`config.mk`:
```
export PLATFORM = sky130hd
export DESIGN_NAME = switch_buffer
export DESIGN_NICKNAME = d
export VERILOG_FILES = /design/src/rtl/switch_buffer.sv
export SDC_FILE = /design/constraint.sdc
export NUM_CORES = 1
export LEC_CHECK = 0
export CAP_MARGIN = 10
export CORE_ASPECT_RATIO = 2
export CORE_MARGIN = 2
export CORE_UTILIZATION = 44
export CTS_BUF_LIST = sky130_fd_sc_hd__clkbuf_2 sky130_fd_sc_hd__clkbuf_4 sky130_fd_sc_hd__clkbuf_8
export CTS_CLUSTER_SIZE = 16
export DETAILED_ROUTE_END_ITERATION = 6
export HOLD_SLACK_MARGIN = 0.03
export MAX_ROUTING_LAYER = met4
export PLACE_DENSITY = 0.88
export SKIP_CTS_REPAIR_TIMING = 1
export SLEW_MARGIN = 15
export SYNTH_ARGS = -nofsm -noshare
export SYNTH_HDL_FRONTEND = slang
export SYNTH_SLANG_ARGS = --single-unit
```
`constraint.sdc`:
```
create_clock -name clk -period 4.9 [get_ports clk]
set_input_delay 0.735 -clock clk [delete_from_list [all_inputs] [get_ports clk]]
set_output_delay 0.735 -clock clk [all_outputs]
set_load 0.01 [all_outputs]
```
`src/rtl/switch_buffer.sv`:
```
// Shared flit buffer behind the switch arbiter: circular FIFO of {dest, flit}
// entries with a one-hot head valid, occupancy count and sticky error flag.

module switch_buffer_lane #(
  parameter int PW      = 3,
  parameter int PORT_ID = 0
) (
  input  logic          head_vld,
  input  logic [PW-1:0] head_dest,
  input  logic          ready,
  output logic          valid,
  output logic          fire
);
  assign valid = head_vld && (head_dest == PW'(PORT_ID));
  assign fire  = valid && ready;
endmodule

module switch_buffer #(
  parameter int PORTS_NUM = 4,
  parameter int DATA_SIZE = 32,
  parameter int DEPTH     = 4,
  localparam int NP = PORTS_NUM + 1,
  localparam int PW = $clog2(PORTS_NUM + 1),
  localparam int CW = $clog2(DEPTH) + 1
) (
  input  logic                    clk,
  input  logic                    a_rst,
  input  logic [NP*DATA_SIZE-1:0] data_in,
  input  logic                    wr_req,
  input  logic [PW-1:0]           in_port,
  input  logic [PW-1:0]           out_port,
  input  logic [NP-1:0]           r_ready_in,
  output logic [DATA_SIZE-1:0]    data_out,
  output logic [NP-1:0]           valid_out,
  output logic                    mem_is_full,
  output logic                    mem_is_empty,
  output logic [CW-1:0]           count,
  output logic                    err
);
  localparam int AW = $clog2(DEPTH);

  logic [DEPTH-1:0][PW-1:0]        dest_mem;
  logic [DEPTH-1:0][DATA_SIZE-1:0] flit_mem;
  logic [AW-1:0]                   wr_ptr, rd_ptr;
  logic [NP-1:0]                   fire;
  logic [DATA_SIZE-1:0]            wr_flit;
  logic                            pop, idx_ok, wr_ok;

  assign mem_is_empty = (count == '0);
  assign mem_is_full  = (count == CW'(DEPTH));
  assign data_out     = mem_is_empty ? '0 : flit_mem[rd_ptr];

  for (genvar p = 0; p < NP; p++) begin : g_lane
    switch_buffer_lane #(.PW(PW), .PORT_ID(p)) u_lane (
      .head_vld  (!mem_is_empty),
      .head_dest (dest_mem[rd_ptr]),
      .ready     (r_ready_in[p]),
      .valid     (valid_out[p]),
      .fire      (fire[p])
    );
  end

  assign pop = |fire;

  // Mux by comparison so an out-of-range in_port never indexes past data_in.
  always_comb begin
    wr_flit = '0;
    for (int i = 0; i < NP; i++)
      if (in_port == PW'(i)) wr_flit = data_in[i*DATA_SIZE +: DATA_SIZE];
  end

  assign idx_ok = (in_port <= PW'(PORTS_NUM)) && (out_port <= PW'(PORTS_NUM));
  assign wr_ok  = wr_req && idx_ok && (!mem_is_full || pop);

  always_ff @(posedge clk) begin
    if (a_rst) begin
      wr_ptr <= '0;
      rd_ptr <= '0;
      count  <= '0;
      err    <= 1'b0;
    end else begin
      if (wr_ok) wr_ptr <= wr_ptr + 1'b1;
      if (pop)   rd_ptr <= rd_ptr + 1'b1;
      case ({wr_ok, pop})
        2'b10:   count <= count + 1'b1;
        2'b01:   count <= count - 1'b1;
        default: count <= count;
      endcase
      if (wr_req && !wr_ok) err <= 1'b1;
    end
  end

  // Storage needs no reset; pointers and count define what is live.
  always_ff @(posedge clk) begin
    if (!a_rst && wr_ok) begin
      dest_mem[wr_ptr] <= out_port;
      flit_mem[wr_ptr] <= wr_flit;
    end
  end
endmodule

```
== Word level (Yosys, flattened, before mapping) ==
Index checks and enable logic that the tools add are counted.
Word-level totals
  input port bits: 174
  logic and storage cells: 75
  register bits after elaboration: 148
  output and inout port bits: 43
Cells by class
  equal/unequal tests: 11
  multiplexer cells: 17
  add/subtract/negate cells: 4
  magnitude comparators: 5
  reductions and logical operators: 26
Operators by type and width (count)
  $mux W32: 8
  $bwmux W128: 1
  $bmux W32 S2: 1
  $demux W32 S2: 1
  $logic_and A1 B1 Y1: 16
  $bwmux W12: 1
  $eq A3 B2 Y1 const B: 4
  $eq A3 B3 Y1 const B: 3
  $logic_not A3 Y1: 3
  $bmux W3 S2: 1
  $demux W3 S2: 1
  $eq A3 B1 Y1 const B: 2
  $le A3 B3 Y1 const B: 2
  $lt A2 B3 Y1 const B: 2
  $mux W3: 2
  $pmux W3 S2: 1
  $reduce_or A5 Y1: 1
  $add A2 B1 Y2 const B: 2
  $logic_not A1 Y1: 4
  $add A3 B1 Y3 const B: 1
  $sub A3 B1 Y3 const B: 1
  $eq A2 B1 Y1 const B: 1
  $eq A2 B2 Y1 const B: 1
  $ge A2 B1 Y1 const B: 1
  other kinds (2): 2

== Depth between registers and ports, before layout ==
Gate-level depths: netlist of run 1.
  word-level depth: 10
  gate-level depth with buffers: 11
  depth with buffers taken out: 10

== Modules after synthesis ==
A second synthesis of run 1 with hierarchy kept.
Unflattened totals
  cell total of the unflattened synthesis: 432
  area, all modules: 7105.6 um2
By module, submodules not included
  switch_buffer: area each 7003.0 um2, cells an instance 422, sequential area each 4364.2 um2, times used 1
  switch_buffer_lane at g_lane[1].u_lane ...: area each 18.8 um2, cells an instance 2, sequential area each 0.0 um2, times used 3
  switch_buffer_lane at g_lane[0].u_lane: area each 30.0 um2, cells an instance 2, sequential area each 0.0 um2, times used 1
  switch_buffer_lane at g_lane[3].u_lane: area each 16.3 um2, cells an instance 2, sequential area each 0.0 um2, times used 1

== Worst setup path after synthesis of run 1 ==
Ideal clock, no wire load.
  kind: flip-flop to flip-flop
  start point: reg rd_ptr[0]
  end point: reg dest_mem[0] (netlist name) (enable)
  stages on the path, launching flop included: 7
  buffers on the path: 1
  data required time: 4.422 ns
  arrival time: 4.340 ns
  slack: 0.082 ns
  library setup time: 0.478 ns
  clock period less this slack: 4.818 ns
  cells stage by stage: dfxtp_1 buf_6 mux4_2 and4bb_2 nor2_1 a31o_2 nor3b_1
Between the ends
  longest elaborated chain between the ends: 9
  elaborated cells on any way between the ends: 21
  those cells by class: eq/ne: 4; mux: 2; reduce/logical: 15
Ends and longest elaborated chain
  start, declared: RTL line 44  | logic [AW-1:0] wr_ptr, rd_ptr;
  start signal, assigned: RTL line 83  | if (pop) rd_ptr <= rd_ptr + 1'b1;
  $bmux W3 S2 (*): RTL line 56  | .head_dest (dest_mem[rd_ptr]),
  $mux W3 (implied by the code) (*): RTL line 56
  $eq A3 B1 Y1, or another cell as far along: RTL line 14  | assign valid = head_vld && (head_dest == PW'(PORT_ID));
  $logic_and A1 B1 Y1: RTL line 14
  $logic_and A1 B1 Y1: RTL line 15  | assign fire = valid && ready;
  $reduce_or A5 Y1 (*): RTL line 63  | assign pop = |fire;
  $logic_or A1 B1 Y1 (*): RTL line 73  | assign wr_ok = wr_req && idx_ok && (!mem_is_full || pop);
  $logic_and A1 B1 Y1 (*): RTL line 73
  $logic_and A1 B1 Y1 (*): RTL line 95  | if (!a_rst && wr_ok) begin
  end signal, assigned by index: RTL line 96  | dest_mem[wr_ptr] <= out_port;
  end, declared: RTL line 42  | logic [DEPTH-1:0][PW-1:0] dest_mem;
Every way passes the cells marked *; elsewhere a longest branch is shown, timed or not. The select of a mux whose other input is x is not followed.
A chain may end at the register's enable or synchronous reset.

== Worst setup path in the final report of run 1 ==
  start point: reg rd_ptr[0]
  end point: out data_out[20]
Between the ends
  longest elaborated chain between the ends: 3
Ends and longest elaborated chain
  $bmux W32 S2: RTL line 51  | assign data_out = mem_is_empty ? '0 : flit_mem[rd_ptr];
  $mux W32 (implied by the code): RTL line 51
  $mux W32: RTL line 51
  end, declared: RTL line 33  | output logic [DATA_SIZE-1:0] data_out,
Every way passes these cells. The select of a mux whose other input is x is not followed.

==> impl_metrics.yaml, run 1 <==
global_routing:
  grt_overflow: 0
  antenna_found_initial: 0
  grt_use_total: 0.221
  grt_pass1_vias: 5179
  grt_start_max_net_pins: 65
  grt_pass1_wl_um: 27500
finish:
  stdcell_count: 884
  multi_input_area_sq_um: 2520
  utilization: 0.619
  area_growth_pct: 39.0
  drive_above_1_share: 0.183
  nets: 846
  fillers: 1161
  seq_area_sq_um: 4370
synthesis:
  netlist.area_leader.share: 0.586
  syn_inst: 456
  async_flop_share: 0
  synth.avg_cell_area_sq_um: 15.7
  syn_area_sq_um: 7170
  synthFlopType: "edfxtp_1"
  synth-edff-count: 140
  ys_warn_count: 0
  synth_area_leaders: "edfxtp_1, mux4_2, nor2b_1"
  synthesis.nets: 636
  ys_seq_area_frac: 0.609
  ys_ff_latch: 148
  yosysUniqueCellTypes: 38
  synth_most_common_cell: "edfxtp_1"
  synth_top_area_cell: "edfxtp_1"
  synthTopCellsByCount: "edfxtp_1, mux4_2, o21ai_0, inv_1"
cts:
  cts_root_buffer: "clkbuf_8"
  htreeDepth: 4
  cts_inserted_buffers: 17
  cts.sinks: 148
  clk-insertion-delay-late_ps: 440
  clockBufferDepth: 2
  cts_tree: "yes"
  clk_pin_slew_ps: 90
placement:
  gp_congestion: 0.774
  portBuffers: 216
  pre_cts_slack_ps: 1430
  dp_hpwl_um: 12500
  placed_cells: 851
timing:
  maxSlewViolCount: 0
  fmax_mhz: 291
  fin_crit_sh: 0.701
  hold_violations: 0
  final.setup.tns_ps: 0
  finalSetupViolations: 0
  maxSlewHeadroom: 0.555
  rsz0062_at_grt: "false"
  fin_crit_ps: 3440
  finalWorstSetupSlack_ps: 1460
  fin_skew_ps: 18.9
  tightest_slew_ps: 667
floorplanning:
  ios: 217
  core_area_sq_um: 16100
  start_util: 0.445
  fp.dieW_um: 94.3
  die_y_um: 185
  dieArea_sq_um: 17400
  fp-row-count: 66
setup_path:
  crit_chain: "buf_4 -> mux4_2 -> nor2b_1 -> clkdlybuf4s50_1"
  path_class: "register to output pin"
  cp_max_fo: 34
  slowest_stage: "mux4_2"
  cpPeakStageDelay_ps: 630
  end_kind: "output pin"
  cp.required_ps: 4160
  cp-start-kind: "register"
  arrival_ps: 2700
drt:
  ant_nets: 0
  wl_per_cell_um: 20.3
  wirelength_um: 18000
  vias: 4904
  drt_iter0_markers: 353
  firstDrtPassIters: 5
  drc_errors: 0
  via_per_inst: 5.55
power_and_ir_drop:
  p_leak_nw: 3.33
  worst_ir_drop_vdd_uv: 231
  power_mw: 3.44
  power.density_nw_per_um2: 345
run:
  maxCapViolCount: 0
outcome:
  status: "finished, final reports clean"
worst_hold_path:
  hold_class: "register to register"
-- cell usage in the layout (no fill, tap or decap), types with 2 or more instances in the layout --
master           count
buf_4               11
nand4_1              2
clkdlybuf4s50_1    213
edfxtp_1           140
nand2_1              3
buf_2                3
bufinv_16            5
clkbuf_8            17
nor2_1              13
clkinv_4             2
nand3_1             34
o21ai_0             40
clkinvlp_4           3
clkinv_2             3
mux4_2              66
nor3_1               4
nor2b_1             34
a22oi_1              2
ha_1                 5
mux2_4               2
inv_1               39
nor3b_2              4
xor2_1               2
dfxtp_1              6
a211oi_1             2
dfxtp_2              2
a21oi_1              2
clkinv_1             2
-- routing by layer --
| layer | wire length, um | up-vias | track usage |
|---|---|---|---|
| met5 | 0 | - | - |
| met4 | 510 | 0 | 0.0858 |
| met3 | 1920 | 29 | 0.0634 |
| met2 | 9220 | 326 | 0.362 |
| met1 | 6340 | 2351 | 0.257 |
| li1 | - | 2198 | - |
-- power by group --
group / leakage [nW] / switching, mW / internal [mW]
Sequential: 1.34 / 0.0221 / 1.43
Clock: 0.216 / 0.425 / 0.600
Combinational: 1.76 / 0.433 / 0.533
-- critical path, delay by kind of cell (launching register included) --
kind	cells	cell delay, ps
buffers and inverters	2	1050
AND/OR/NAND/NOR	1	160
multiplexers	1	630
flip-flops	1	390
-- cell type report --
class,instances,area share
clock inverters,15,0.0213
well taps,204,0.0256
repair buffers,227,0.224
inverters,39,0.0147
diodes,1,0.000251
clock buffers,17,0.0235
multi-input cells,233,0.253
flip-flops and latches,148,0.438
-- cells by family after synthesis --
group                      Yosys count  synth area share
buffers and inverters               75            0.0435
and+or+nand+nor                    104            0.0806
xor gates and xnor gates             2           0.00244
DFF                                148             0.609
adders and majority gates            6            0.0115
muxes                               68             0.212
AOI/OAI and AO/OA                   53            0.0417
-- metrics by stage --
stage,area (sq um),hold WS (ps)
floorplan,7170,521
global route,9970,556
finish,9970,541
detailed placement,9520,527
CTS,9970,540
global placement,9520,515
-- sequential cells by signal, summed over array words and instances (netlist names) --
| name | flops |
|---|---|
| count | 3 |
| err | 1 |
| flit_mem | 128 |
| rd_ptr | 2 |
| dest_mem | 12 |
| wr_ptr | 2 |
-- path summary, 6_finish.rpt --
| check | startpoint | end | slack [ps] | cells after the start |
|---|---|---|---|---|
| setup / recovery | rd_ptr[0] | data_out[20] | 1460 | 4 |
| hold / removal | err | err | 540 | 2 |
| setup reg to reg | rd_ptr[1] | count[2] | 1530 | 10 |
| hold reg to reg | err | err | 540 | 2 |
Power figures use the tool's default switching activity.
==> run 2, diff against run 1 <==
==> constraint.sdc (replaced) <==
create_clock -name clk -period 2.9 [get_ports clk]
set_input_delay 0.435 -clock clk [delete_from_list [all_inputs] [get_ports clk]]
set_output_delay 0.435 -clock clk [all_outputs]
set_load 0.01 [all_outputs]
==> run 2 against run 1 <==
  * Critical path type is now register to register
  * Clock power rose by 55%
  * The run now ends with negative setup slack left
  * Non-clock buffer count increased by 20
  * Flip-flop and latch count is the same
  * Via count grew 3.5%
  * Largest power group unchanged
==> impl_metrics.yaml, run 2 (same netlist as run 1, synthesis figures left out) <==
drt:
  vias: 5076
  ant_nets: 0
  drt_iter0_markers: 354
  drc_errors: 0
  firstDrtPassIters: 5
  wirelength_um: 18400
  wl_per_cell_um: 20.4
  via_per_inst: 5.62
outcome:
  failed_checks: "negative setup slack"
  status: "finished with violations"
cts:
  htreeDepth: 4
  cts_tree: "yes"
  cts_inserted_buffers: 17
  cts_root_buffer: "clkbuf_8"
  clk_pin_slew_ps: 90
  clk-insertion-delay-late_ps: 450
  clockBufferDepth: 2
  cts.sinks: 148
placement:
  placed_area_sq_um: 9790
  dp_hpwl_um: 13200
  gp_congestion: 0.848
  placed_cells: 870
  portBuffers: 216
setup_path:
  cp_top_family: "multiplexers"
  slowest_stage: "mux4_2"
  end_kind: "register"
  cp-start-kind: "register"
  cp_max_fo: 6
  crit_chain: "mux4_2 -> mux2_4 -> o211ai_1 -> a31o_4 -> ha_4 -> inv_2 -> fa_2 -> xor2_2 -> or3_4 -> a21oi_2"
  cp.required_ps: 3280
  arrival_ps: 3420
  cpPeakStageDelay_ps: 560
  cp_num_buf_inv: 1
  path_class: "register to register"
floorplanning:
  dieArea_sq_um: 17400
  fp-row-count: 66
  ios: 217
  core_area_sq_um: 16100
  start_util: 0.445
  die_y_um: 185
  fp.dieW_um: 94.3
finish:
  multi_input_area_sq_um: 2590
  fillers: 1112
  stdcell_count: 903
  largest_reg_flops: 128
  nets: 866
  top_regs: "flit_mem (128), dest_mem (12), count (3)"
  area_growth_pct: 42.7
  layout_common_cells: "clkdlybuf4s50_1, edfxtp_1, mux4_2, o21ai_0, inv_1"
  drive_above_1_share: 0.219
  seq_area_sq_um: 4370
  fin_area_sq_um: 10200
  num_antenna_cells: 0
  top_register: "flit_mem"
  final_common_cell: "clkdlybuf4s50_1"
timing:
  maxSlewHeadroom: 0.503
  hold_violations: 0
  fin_skew_ps: 16.9
  maxSlewViolCount: 0
  rsz0062_at_grt: "true"
  fin_crit_sh: 1.05
  finalSetupViolations: 18
  fmax_mhz: 329
  tightest_slew_ps: 745
  finalWorstSetupSlack_ps: -141
  fin_crit_ps: 3040
power_and_ir_drop:
  power.density_nw_per_um2: 562
  switchingPower_mw: 1.66
  combPwrFrac: 0.299
  power_frac_seq: 0.425
  worst_ir_drop_vdd_uv: 362
  p_leak_nw: 3.55
  p_clk_frac: 0.275
  switching_share: 0.289
  internal_power_mw: 4.09
global_routing:
  grt_pass1_wl_um: 27800
  grt_overflow: 0
  grt_pass1_vias: 5317
  antenna_found_initial: 0
  grt_start_max_net_pins: 65
  grt_use_total: 0.225
worst_hold_path:
  hold_class: "register to register"
run:
  maxCapViolCount: 0
[run 2: path summary, 6_finish.rpt]
kind	startpoint	to	slack, ps	cells after the start
max	rd_ptr[0]	count[2]	-140	10
max reg2reg	rd_ptr[0]	count[2]	-140	10
min reg2reg	err	err	530	2
min	err	err	530	2
[run 2: final cells by class]
class,instances,area share
Multi-Input combinational cell,233,0.253
Sequential cell,148,0.427
Timing Repair Buffer,247,0.242
Clock buffer,17,0.0229
Clock inverter,15,0.0157
Tap cell,204,0.0249
Inverter,39,0.0143
[run 2: metal layers]
| layer | routed length, um | GRT usage |
|---|---|---|
| met1 | 6290 | 0.246 |
| met2 | 9920 | 0.390 |
| met3 | 1910 | 0.0621 |
| met4 | 304 | 0.0748 |
| met5 | 0 | - |
[run 2: tightest hold or removal path, stage by stage (launching register included)]
cell and delay, ps:
dfxtp_1 330, nor2_1 110, nor3_1 50
[run 2: power groups by stage]
stage / Combinational, mW / Clock, mW / Sequential, mW
after floorplan: 0.858 / 0 / 2.48
after global placement: 1.67 / 0 / 2.49
after detailed placement: 1.71 / 0 / 2.49
after CTS: 1.73 / 1.61 / 2.44
after global routing: 1.85 / 1.70 / 2.45
final: 1.72 / 1.58 / 2.45
[run 2: metrics by stage]
step	setup WS, ps	util	total power, mW	hold slack, ps	TNS (ps)
2_1_floorplan	-237	-	3.34	521	-33430
3_3_place_gp	-9.40	0.608	4.16	511	-9.40
3_5_place_dp	-154	0.608	4.20	524	-156
4_1_cts	-346	0.632	5.78	537	-10170
5_1_grt	-246	0.635	6.00	569	-5050
6_report	-141	0.635	5.75	533	-563
